**config.mk**
```make
export PLATFORM = sky130hd
export DESIGN_NAME = ram_arbiter
export DESIGN_NICKNAME = d
export VERILOG_FILES = /design/src/rtl/ram_arbiter.sv
export SDC_FILE = /design/constraint.sdc
export NUM_CORES = 1
export LEC_CHECK = 0
export CAP_MARGIN = 25
export CELL_PAD_IN_SITES_DETAIL_PLACEMENT = 1
export CELL_PAD_IN_SITES_GLOBAL_PLACEMENT = 1
export CORE_MARGIN = 5
export CORE_UTILIZATION = 53
export CTS_CLUSTER_DIAMETER = 60
export DETAILED_ROUTE_END_ITERATION = 16
export DONT_BUFFER_PORTS = 1
export HOLD_SLACK_MARGIN = 0.03
export MAX_ROUTING_LAYER = met4
export PLACE_DENSITY = 0.93
export RECOVER_POWER = 50
export SLEW_MARGIN = 20
export SYNTH_ARGS = -nofsm -noshare
export SYNTH_HDL_FRONTEND = slang
export SYNTH_SLANG_ARGS = --single-unit
```
**constraint.sdc**
```tcl
create_clock -name clk -period 3.45 [get_ports clk]
set_clock_uncertainty 0.1 [all_clocks]
set_input_delay 0.8625 -clock clk [delete_from_list [all_inputs] [get_ports clk]]
set_output_delay 0.8625 -clock clk [all_outputs]
set_load 0.05 [all_outputs]
```
**src/rtl/ram_arbiter.sv**
```systemverilog
// Two-port arbiter sharing one 1024x20 single-port RAM between a fetch port
// (read-only) and a data port (read/write); one access every three cycles.
module ram_arbiter #(
   parameter bit FAIR = 1'b1
) (
   input  logic        clk,
   input  logic        rst_n,
   input  logic        if_req,
   input  logic [9:0]  if_addr,
   output logic        if_ready,
   output logic [19:0] if_rdata,
   input  logic        dm_req,
   input  logic        dm_we,
   input  logic [9:0]  dm_addr,
   input  logic [19:0] dm_wdata,
   output logic        dm_ready,
   output logic [19:0] dm_rdata,
   output logic [9:0]  ram_addr,
   output logic [19:0] ram_write,
   output logic        ram_str,
   output logic        ram_ld,
   input  logic [19:0] ram_read
);

   typedef enum logic [1:0] {IDLE, SERVE, RESP} state_t;

   state_t state;
   logic   win_dm;
   logic   last_dm;
   logic   pick_dm;

   // Data port wins when alone, under fixed priority, or when fetch won last time.
   always_comb begin
      pick_dm = dm_req && (!if_req || !FAIR || !last_dm);
   end

   // NOTE: all state is updated with non-blocking assignments so every register
   // samples the pre-edge values, whatever order the statements appear in.
   always_ff @(posedge clk or negedge rst_n) begin
      if (!rst_n) begin
         state     <= IDLE;
         win_dm    <= 1'b0;
         last_dm   <= 1'b0;
         ram_addr  <= '0;
         ram_write <= '0;
         ram_str   <= 1'b0;
         ram_ld    <= 1'b0;
         if_ready  <= 1'b0;
         dm_ready  <= 1'b0;
         if_rdata  <= '0;
         dm_rdata  <= '0;
      end else begin
         case (state)
            IDLE: begin
               if_ready <= 1'b0;
               dm_ready <= 1'b0;
               if (if_req || dm_req) begin
                  win_dm    <= pick_dm;
                  ram_addr  <= pick_dm ? dm_addr : if_addr;
                  ram_write <= dm_wdata;
                  // The strobe/load pair doubles as the latched dm_we.
                  ram_str   <= pick_dm && dm_we;
                  ram_ld    <= !(pick_dm && dm_we);
                  state     <= SERVE;
               end
            end
            SERVE: begin
               ram_str <= 1'b0;
               ram_ld  <= 1'b0;
               if (ram_ld) begin
                  if (win_dm) dm_rdata <= ram_read;
                  else        if_rdata <= ram_read;
               end
               state <= RESP;
            end
            RESP: begin
               if_ready <= !win_dm;
               dm_ready <= win_dm;
               last_dm  <= win_dm;
               state    <= IDLE;
            end
            default: state <= IDLE;
         endcase
      end
   end

endmodule

```
==> results.md <==
- Total CTS buffers: 9
- Part of the cycle the worst path needs: 69.7%
- Post-CTS Hold Buffers: 0
- WHS: 0.102 ns
- Ys Warns: 0
- Post-Syn Area: around 3200 sq um
- Yosys cell types: 21
- Global Route met2 Usage: 28.6%
- Layout area overhead: 6.01%
- Multi-input logic area: 1090 sq um
- Final Hold Fails: 0
- Syn Nets: around 250
- Tmin final: roughly 2.4 ns
- Most frequent cells in the layout: 78 x dfrtp_1, 62 x mux2_2, 18 x mux2_4
- Nets: 254
- Fmax: 416 MHz
- Detailed-route via count: 1526
- Worst slew margin: 14.9%
- I/O pin count: 139
- Detailed Routing Iterations Pass 1: 4
- Reg clk slew, reported paths: approximately 0.08 ns
- Vias in the first global route: about 1800
- FF/Latch Area: 1950 sq um
- Row cnt: 28
- HP Class: in -> async
- Die area: 7620 sq um
- CP required: 3.58 ns
- Largest net degree at the start of global routing: 79
- # DRC: 0
- First-pass GRT wire length: 10.0 mm
- Cells after synthesis: ~180
- Biggest area consumer among synthesized cells: dfrtp_1
- Met3 GRT Util: 9.74%
- Ranking of synthesized cells by area: dfrtp_1 62%, mux2_2 22%, mux2_4 9.5%
- Worst setup EP type: register
- Post-CTS Setup Bufs: 0
- Run status: complete, no violations
- Grt ovf: 0
- Worst-Skew Late Latency: 0.35 ns
- Data arrival, critical path: approximately 2.5 ns
- Placeable core area: 5850 sq um
- Setup Viol. Count Final: 0
- Antenna cells: 0
- #FFs+latches synth: between 70 and 80
- CP Max Fanout: 20
- R2R depth: 2
- Mapped Avg Cell Area: roughly 17 sq um
- GPL Wtd Cong: 0.729
- Clock Path Buffers: 2
- Commonest non-fill, non-tap cell in the layout: dfrtp_1
- DP Wirelength: 4.66 mm
- Clk root buf: clkbuf_8
- Die Y: 87.3 um
- Initial Utilization: 54.1%
- Setup TNS Final: 0 ns
- CTS tree: built
- Vias/cell: 5.67
- Die Width: 87.3 um
- Slew @ Worst Pin: between 1 and 1.5 ns
- Critical path type: reg -> reg
- PostCTS Resize Cnt: 0
- Total Wirelength: 6.52 mm
- Grt peak-use layer: met2
- Clock sink total: 78
- Total of max-cap violations: 0
- Seq/Total Area, Yosys: approximately three fifths
- Port Buf Inserts: 0
- RSZ-0062 raised after global routing: no
- Routed Antenna Nets: 0
- Routed len/inst: 24.2 um
- Worst setup SP type: register
- Yosys top cell area share: 61.7%
- H-tree Lvls: 3
- Fin. max-slew vios: 0
- Initial antenna violation count: 0
- Fin util: 57.3%
- Fillers: 537
- GRT Total Usage: approximately a fifth
- Grt met1 use: 20.3%
- 1st-iter DRT viols: 22
- Share of cells above drive strength 1: 51.0%
## layer usage
layer  vias to the layer above  share of wire (%)
met2                        96                 49
met1                       765                 35
met5                         -                  0
li1                        656                  -
met4                         0                1.4
met3                         9                 14
## metrics by stage
step,instances,setup WS [ns],cell area (sq um)
final,269,1.05,3350
after global placement,253,1.36,3180
after global routing,269,0.879,3350
after detailed placement,253,1.27,3180
after CTS,269,1.41,3380
after floorplan,184,1.32,3160
## cell type report
class / instances / area share (%)
Clock buffer: 10 / 4.10
Sequential cell: 78 / 58.2
Inverter: 2 / 0.224
Multi-Input combinational cell: 96 / 32.5
Clock inverter: 6 / 1.83
Timing Repair Buffer: 2 / 0.336
Tap cell: 75 / 2.80
## cell families after synthesis
group,synth area share (%)
AO/OA/AOI/OAI,0.791
buffers and inverters,3.08
flip-flops,61.7
multiplexers,32.2
AND/OR/NAND/NOR,2.21
## path summary, 6_finish.rpt
check | from | endpoint | slack [ns]
max in group asynchronous | rst_n | ram_addr[7]$_DFFE_PN0P_ | 3.05
hold reg to reg | last_dm$_DFFE_PN0N_ | last_dm$_DFFE_PN0N_ | 0.42
setup / recovery | ram_ld$_DFFE_PN0P_ | if_rdata[7]$_DFFE_PN0P_ | 1.05
setup reg to reg | ram_ld$_DFFE_PN0P_ | if_rdata[7]$_DFFE_PN0P_ | 1.05
min in group clk | last_dm$_DFFE_PN0N_ | last_dm$_DFFE_PN0N_ | 0.42
hold / removal | rst_n | dm_rdata[14]$_DFFE_PN0P_ | 0.10
## worst max-delay path, stage by stage (launching register included)
cell and delay (ns):
dfrtp_1 0.69, and3_1 1.11, mux2_1 0.39
## cells in the mapped netlist
cell / instances
buf_6: 2
nor2b_1: 1
nor3_4: 1
dfrtp_1: 78
nand2b_2: 1
nor2_1: 1
mux2i_1: 1
mux2_2: 62
and3_4: 1
a22o_1: 2
buf_12: 2
a21boi_1: 1
inv_2: 1
mux2_1: 1
mux2_4: 20
nand3_2: 1
buf_4: 3
inv_1: 1
buf_2: 1
nand2_1: 2
and2_1: 1
## registers in the layout (all words and copies together), names as in the netlist
name / flops
ram_write: 20
state: 2
if_rdata: 20
last_dm: 1
ram_str: 1
ram_addr: 10
dm_rdata: 20
if_ready: 1
ram_ld: 1
win_dm: 1
dm_ready: 1
Power is not shown: default switching activity piles up to over one toggle a cycle in this logic, so the estimate is an artifact.
